$ cat config.mk
export PLATFORM = sky130hd
export DESIGN_NAME = pipeline_ctrl_flat
export DESIGN_NICKNAME = d
export VERILOG_FILES = /design/src/rtl/pipeline_ctrl_if.sv /design/src/rtl/pipeline_ctrl.sv /design/src/flat_wrapper.sv
export SDC_FILE = /design/constraint.sdc
export NUM_CORES = 1
export LEC_CHECK = 0
export BUFFER_PORTS_ARGS = -buffer_cell sky130_fd_sc_hd__buf_2
export CAP_MARGIN = 10
export CORE_ASPECT_RATIO = 0.5
export CORE_MARGIN = 2
export CORE_UTILIZATION = 52
export CTS_CLUSTER_SIZE = 8
export DETAILED_ROUTE_END_ITERATION = 8
export GPL_ROUTABILITY_DRIVEN = 0
export GPL_TIMING_DRIVEN = 0
export PLACE_DENSITY = 0.77
export SLEW_MARGIN = 40
export SYNTH_ARGS = -nofsm -noshare
export SYNTH_HDL_FRONTEND = slang
export SYNTH_SLANG_ARGS = --single-unit
$ cat constraint.sdc
create_clock -name CLK -period 2.7 [get_ports CLK]
set_clock_uncertainty 0.15 [all_clocks]
set_input_delay 0.135 -clock CLK [delete_from_list [all_inputs] [get_ports CLK]]
set_output_delay 0.135 -clock CLK [all_outputs]
set_load 0.005 [all_outputs]
$ cat src/rtl/pipeline_ctrl_if.sv
// Pipeline control bundle: hazard inputs from the datapath latches and
// the enable/flush controls returned to the PC and pipeline latches.
interface pipeline_ctrl_if;
    logic       ihit;
    logic       dhit;
    logic       mem_dREN;
    logic       mem_dWEN;
    logic       mem_halt;
    logic       wb_halt;
    logic       ex_dREN;
    logic [4:0] ex_wsel;
    logic [4:0] id_rs;
    logic [4:0] id_rt;
    logic       ex_branch_taken;
    logic       id_jump;

    logic       pc_en;
    logic       ifid_en;
    logic       idex_en;
    logic       exmem_en;
    logic       memwb_en;
    logic       ifid_flush;
    logic       idex_flush;
    logic       exmem_flush;
    logic       memwb_flush;

    // Datapath side: reports hazards, consumes latch controls.
    modport master (
        output ihit, dhit, mem_dREN, mem_dWEN, mem_halt, wb_halt,
               ex_dREN, ex_wsel, id_rs, id_rt, ex_branch_taken, id_jump,
        input  pc_en, ifid_en, idex_en, exmem_en, memwb_en,
               ifid_flush, idex_flush, exmem_flush, memwb_flush
    );

    // Controller side.
    modport slave (
        input  ihit, dhit, mem_dREN, mem_dWEN, mem_halt, wb_halt,
               ex_dREN, ex_wsel, id_rs, id_rt, ex_branch_taken, id_jump,
        output pc_en, ifid_en, idex_en, exmem_en, memwb_en,
               ifid_flush, idex_flush, exmem_flush, memwb_flush
    );
endinterface

$ cat src/rtl/pipeline_ctrl.sv
// Hazard and sequencing controller for the five-stage pipeline.
// Resolves data waits, fetch misses, load-use hazards, branch/jump
// squashes and the halt drain; keeps two saturating debug counters.
module pipeline_ctrl #(
    parameter int CNT_W = 32
) (
    input  logic             CLK,
    input  logic             nRST,
    pipeline_ctrl_if.slave   pif,
    output logic             halt,
    output logic [CNT_W-1:0] stall_cycles,
    output logic [CNT_W-1:0] squash_events
);

    typedef enum logic [1:0] {RUN, DWAIT, DRAIN, HALTED} state_t;

    state_t state, next_state;

    logic dreq;
    logic luse;
    logic stall_inc;
    logic squash_inc;

    logic pc_en, ifid_en, idex_en, exmem_en, memwb_en;
    logic ifid_flush, idex_flush, exmem_flush, memwb_flush;

    assign dreq = pif.mem_dREN | pif.mem_dWEN;
    assign luse = pif.ex_dREN & (pif.ex_wsel != 5'd0) &
                  ((pif.ex_wsel == pif.id_rs) | (pif.ex_wsel == pif.id_rt));

    // State register; reset always returns to RUN so no wait or drain survives.
    always_ff @(posedge CLK or negedge nRST) begin
        if (!nRST) begin
            state <= RUN;
        end else begin
            state <= next_state;
        end
    end

    // Next state and latch controls; everything is held at zero during reset.
    always_comb begin
        next_state  = state;
        pc_en       = 1'b0;
        ifid_en     = 1'b0;
        idex_en     = 1'b0;
        exmem_en    = 1'b0;
        memwb_en    = 1'b0;
        ifid_flush  = 1'b0;
        idex_flush  = 1'b0;
        exmem_flush = 1'b0;
        memwb_flush = 1'b0;
        stall_inc   = 1'b0;
        squash_inc  = 1'b0;

        if (nRST) begin
            case (state)
                RUN, DWAIT: begin
                    pc_en      = 1'b1;
                    ifid_en    = 1'b1;
                    idex_en    = 1'b1;
                    exmem_en   = 1'b1;
                    memwb_en   = 1'b1;
                    next_state = RUN;
                    if (dreq && !pif.dhit) begin
                        pc_en       = 1'b0;
                        ifid_en     = 1'b0;
                        idex_en     = 1'b0;
                        exmem_en    = 1'b0;
                        memwb_flush = 1'b1;
                        stall_inc   = 1'b1;
                        next_state  = DWAIT;
                    end else if (pif.mem_halt) begin
                        pc_en       = 1'b0;
                        ifid_flush  = 1'b1;
                        idex_flush  = 1'b1;
                        exmem_flush = 1'b1;
                        next_state  = DRAIN;
                    end else if (pif.ex_branch_taken) begin
                        ifid_flush = 1'b1;
                        idex_flush = 1'b1;
                        squash_inc = 1'b1;
                    end else if (luse) begin
                        pc_en      = 1'b0;
                        ifid_en    = 1'b0;
                        idex_flush = 1'b1;
                        stall_inc  = 1'b1;
                    end else if (pif.id_jump) begin
                        ifid_flush = 1'b1;
                        squash_inc = 1'b1;
                    end else if (!pif.ihit) begin
                        pc_en      = 1'b0;
                        ifid_flush = 1'b1;
                        stall_inc  = 1'b1;
                    end
                end
                DRAIN: begin
                    ifid_en     = 1'b1;
                    idex_en     = 1'b1;
                    exmem_en    = 1'b1;
                    memwb_en    = 1'b1;
                    ifid_flush  = 1'b1;
                    idex_flush  = 1'b1;
                    exmem_flush = 1'b1;
                    stall_inc   = 1'b1;
                    if (pif.wb_halt) begin
                        next_state = HALTED;
                    end
                end
                HALTED: begin
                    next_state = HALTED;
                end
                default: begin
                    next_state = RUN;
                end
            endcase
        end
    end

    // Saturating debug counters; no increments are generated in HALTED.
    always_ff @(posedge CLK or negedge nRST) begin
        if (!nRST) begin
            stall_cycles  <= '0;
            squash_events <= '0;
        end else begin
            if (stall_inc && (stall_cycles != '1)) begin
                stall_cycles <= stall_cycles + 1'b1;
            end
            if (squash_inc && (squash_events != '1)) begin
                squash_events <= squash_events + 1'b1;
            end
        end
    end

    assign halt = (state == HALTED);

    assign pif.pc_en       = pc_en;
    assign pif.ifid_en     = ifid_en;
    assign pif.idex_en     = idex_en;
    assign pif.exmem_en    = exmem_en;
    assign pif.memwb_en    = memwb_en;
    assign pif.ifid_flush  = ifid_flush;
    assign pif.idex_flush  = idex_flush;
    assign pif.exmem_flush = exmem_flush;
    assign pif.memwb_flush = memwb_flush;

endmodule

$ cat src/flat_wrapper.sv
// flat-port wrapper written by rule: the top's interface ports become plain ports
module pipeline_ctrl_flat 
#(
    parameter int CNT_W = 32
)
  (CLK, nRST, halt, stall_cycles, squash_events, pif_ihit, pif_dhit, pif_mem_dREN, pif_mem_dWEN, pif_mem_halt, pif_wb_halt, pif_ex_dREN, pif_ex_wsel, pif_id_rs, pif_id_rt, pif_ex_branch_taken, pif_id_jump, pif_pc_en, pif_ifid_en, pif_idex_en, pif_exmem_en, pif_memwb_en, pif_ifid_flush, pif_idex_flush, pif_exmem_flush, pif_memwb_flush);
  pipeline_ctrl_if pif_i ();
  input  logic CLK;
  input  logic nRST;
  output logic halt;
  output logic [CNT_W-1:0] stall_cycles;
  output logic [CNT_W-1:0] squash_events;
  input wire logic [$bits(pif_i.ihit)-1:0] pif_ihit;
  input wire logic [$bits(pif_i.dhit)-1:0] pif_dhit;
  input wire logic [$bits(pif_i.mem_dREN)-1:0] pif_mem_dREN;
  input wire logic [$bits(pif_i.mem_dWEN)-1:0] pif_mem_dWEN;
  input wire logic [$bits(pif_i.mem_halt)-1:0] pif_mem_halt;
  input wire logic [$bits(pif_i.wb_halt)-1:0] pif_wb_halt;
  input wire logic [$bits(pif_i.ex_dREN)-1:0] pif_ex_dREN;
  input wire logic [$bits(pif_i.ex_wsel)-1:0] pif_ex_wsel;
  input wire logic [$bits(pif_i.id_rs)-1:0] pif_id_rs;
  input wire logic [$bits(pif_i.id_rt)-1:0] pif_id_rt;
  input wire logic [$bits(pif_i.ex_branch_taken)-1:0] pif_ex_branch_taken;
  input wire logic [$bits(pif_i.id_jump)-1:0] pif_id_jump;
  output wire logic [$bits(pif_i.pc_en)-1:0] pif_pc_en;
  output wire logic [$bits(pif_i.ifid_en)-1:0] pif_ifid_en;
  output wire logic [$bits(pif_i.idex_en)-1:0] pif_idex_en;
  output wire logic [$bits(pif_i.exmem_en)-1:0] pif_exmem_en;
  output wire logic [$bits(pif_i.memwb_en)-1:0] pif_memwb_en;
  output wire logic [$bits(pif_i.ifid_flush)-1:0] pif_ifid_flush;
  output wire logic [$bits(pif_i.idex_flush)-1:0] pif_idex_flush;
  output wire logic [$bits(pif_i.exmem_flush)-1:0] pif_exmem_flush;
  output wire logic [$bits(pif_i.memwb_flush)-1:0] pif_memwb_flush;
  assign pif_i.ihit = pif_ihit;
  assign pif_i.dhit = pif_dhit;
  assign pif_i.mem_dREN = pif_mem_dREN;
  assign pif_i.mem_dWEN = pif_mem_dWEN;
  assign pif_i.mem_halt = pif_mem_halt;
  assign pif_i.wb_halt = pif_wb_halt;
  assign pif_i.ex_dREN = pif_ex_dREN;
  assign pif_i.ex_wsel = pif_ex_wsel;
  assign pif_i.id_rs = pif_id_rs;
  assign pif_i.id_rt = pif_id_rt;
  assign pif_i.ex_branch_taken = pif_ex_branch_taken;
  assign pif_i.id_jump = pif_id_jump;
  assign pif_pc_en = pif_i.pc_en;
  assign pif_ifid_en = pif_i.ifid_en;
  assign pif_idex_en = pif_i.idex_en;
  assign pif_exmem_en = pif_i.exmem_en;
  assign pif_memwb_en = pif_i.memwb_en;
  assign pif_ifid_flush = pif_i.ifid_flush;
  assign pif_idex_flush = pif_i.idex_flush;
  assign pif_exmem_flush = pif_i.exmem_flush;
  assign pif_memwb_flush = pif_i.memwb_flush;
  pipeline_ctrl #(.CNT_W(CNT_W)) u_core (.CLK(CLK), .nRST(nRST), .pif(pif_i), .halt(halt), .stall_cycles(stall_cycles), .squash_events(squash_events));
endmodule
==> flow_summary.yaml <==
synth:
  yosysMostFrequentCell: "dfrtp_1"
  syn_nets: 353
  avgSynthCellArea_um2: 10.4
  synth_top_area_cell: "dfrtp_1"
  synth_top_area_share_pct: 48.9
  synth_edf_count: 0
  yosysUniqueCellTypes: 46
  yosys-top-cells-count: "dfrtp_1 (66), xnor2_1 (55), nand4_1 (27)"
  synth_seq_cells: 66
  synth_area_leaders: "dfrtp_1 (49%), xnor2_1 (14%), nand4_1 (5.0%)"
  netlist_area_um2: 3380
  synth_cells: 325
  yosysWarnings: 0
  yosysSeqAreaShare_pct: 48.9
  synthFlopType: "dfrtp_1"
  async_reset_ff_share_pct: 100
final_layout:
  diodes: 0
  drive_gt1_share_pct: 31.7
  final_util_pct: 72.4
  fillCellCount: 474
  syn_to_final_growth_pct: 32.4
  finalNetCount: 474
timing:
  tightest_slew_ps: 626
  finalMaxSlewViolations: 0
  max_freq_mhz: 401
  finalCritPeriodShare_pct: 92.4
  setup_viol: 0
  slew_headroom_pct: 58.2
  finalHoldViolCount: 0
  hold_ws_ps: 30.7
  fin_crit_ps: 2490
  rsz0062_at_grt: "no"
clocking:
  cts-root-buf: "clkbuf_16"
  cts.sinks: 66
  numCtsBuffers: 9
  cts_tree: "done"
  cts_max_level: 3
  clockBufferDepth: 2
  clkLatencyLatePin_ps: 340
  clkTransAtPathRegs_ps: 60
critical_path:
  startpoint: "u_core.stall_cycles[0]"
  reg2reg_slack_ps: 210
  worstSetupPathType: "reg2reg"
  reg2reg_from: "u_core.stall_cycles[0]"
  startpoint_type: "register"
  crit_path_end_kind: "register"
  worstPathRequired_ps: 2790
  crit_fanout: 10
  arrival_ps: 2590
detailed_routing:
  drt-initial-drc-count: 151
  wire_per_inst_um: 15.1
  routed_wl_um: 8140
  viasPerCell: 5.33
  first_pass_iters: 4
  drc_errors: 0
  ant_nets: 0
  num_vias: 2871
die:
  ioPinCount: 100
  die_x_um: 118
  core-area_um2: 6180
  fp.dieArea_um2: 7200
  start_util_pct: 54.7
  fp.dieH_um: 61.0
  placementRows: 20
power_and_ir_drop:
  p_comb_share_pct: 4.0
  leakage_uw: 0.00223
  swShare_pct: 20.4
  peakVddDrop_mv: 0.390
  p_seq_share_pct: 42.3
  p_switching_uw: 478
  clock_power_share_pct: 53.7
  p_int_uw: 1860
  p_per_area_nw_per_um2: 523
placed_design:
  dp_hpwl_um: 5530
  io_buffers: 99
grt:
  grt_overflow: 0
  grt_max_degree: 44
  grt_usage_pct: 23.9
  antenna_found_initial: 0
  grt_pass1_wl_um: 13200
  grt_pass1_vias: 2851
run_status:
  status: "finished clean"
min_path:
  min_path_type: "in2reg"
  min_from: "pif_mem_dREN"
run:
  max_cap_viol_count: 0
## kinds of logic after synthesis
group,after synthesis,synth area share (%)
AO/OA/AOI/OAI,17,3.56
XOR/XNOR,72,18.7
adder cells (fa/ha/maj),2,0.741
buffers and inverters,16,2.44
flip-flops,66,48.9
multiplexers,2,0.667
AND/OR/NAND/NOR,150,25.0
## state kept, by name, indices dropped and copies added, names as in the netlist
name / count
u_core.state: 2
u_core.stall_cycles: 32
u_core.squash_events: 32
## placed cells by master (no fill, tap or decap), types with 7 or more instances in the layout
cell / count
dfrtp_1: 66
inv_1: 8
nor2_1: 22
buf_2: 102
and3_1: 11
and2_1: 7
nor3_1: 8
xor2_1: 17
nand4_1: 27
nand2_1: 22
clkbuf_16: 9
xnor2_1: 55
nand3_1: 22
## routing by layer
| metal | wire length (um) | track usage, % |
|---|---|---|
| met1 | 3450 | 26.5 |
| met2 | 4210 | 43.6 |
| met3 | 345 | 9.87 |
| met5 | 0 | 0 |
| met4 | 124 | 7.75 |
## final timing paths
| kind | end | depth (start not counted) |
|---|---|---|
| min reg2reg | u_core.squash_events[17] | 1 |
| max reg2reg | u_core.stall_cycles[10] | 10 |
| min | u_core.state[1] | 4 |
| min in group asynchronous | u_core.squash_events[24] | 7 |
| max in group asynchronous | u_core.squash_events[6] | 6 |
| max | u_core.stall_cycles[10] | 10 |
## layout make-up
| cell class | count | area, um^2 | share of cell area [%] |
|---|---|---|---|
| repair buffers | 110 | 661 | 14.8 |
| clock buffers | 11 | 243 | 5.43 |
| clock inverters | 5 | 77.6 | 1.73 |
| well taps | 88 | 110 | 2.46 |
| multi-input cells | 243 | 1650 | 36.9 |
| plain buffers | 8 | 52.6 | 1.17 |
| inverters | 8 | 30.0 | 0.671 |
| flip-flops and latches | 66 | 1650 | 36.9 |
## through the flow
| step | TNS (ps) | total power [uW] | std cells | area (um^2) | setup WS [ps] |
|---|---|---|---|---|---|
| after global placement | -14830 | 1070 | 512 | 3980 | -539 |
| after global routing | 0 | 2420 | 539 | 4470 | 40.9 |
| final | 0 | 2340 | 539 | 4470 | 206 |
| after CTS | 0 | 2360 | 538 | 4470 | 61.9 |
| after floorplan | 0 | 1030 | 325 | 3380 | 352 |
| after detailed placement | 0 | 1080 | 513 | 4010 | 20.4 |
## power by group through the flow
| stage | clock network (uW) | logic (uW) | registers (uW) |
|---|---|---|---|
| floorplan | 0 | 20.8 | 1010 |
| global placement | 0 | 67.4 | 1010 |
| detailed placement | 0 | 74.4 | 1010 |
| CTS | 1270 | 96.1 | 990 |
| global route | 1330 | 106 | 989 |
| finish | 1260 | 94.5 | 990 |
## worst max-delay path: stages (launching register included)
cell and delay [ps]:
dfrtp_1 420, ha_1 210, nand3_1 200, nor2_4 140, nand3_1 140, or3_4 450, and2_1 180, buf_6 140
buf_6 150, nand3_2 80, xnor2_1 120
## repair_timing
action / 4_1_cts / 5_1_grt
hold endpoints to repair: 68 / 0
gates resized for setup: 0 / 1
buffers inserted: 0 / 1
hold buffers: 9 / 0
setup endpoints to repair: 0 / 11
(Power assumes the default switching activity.)
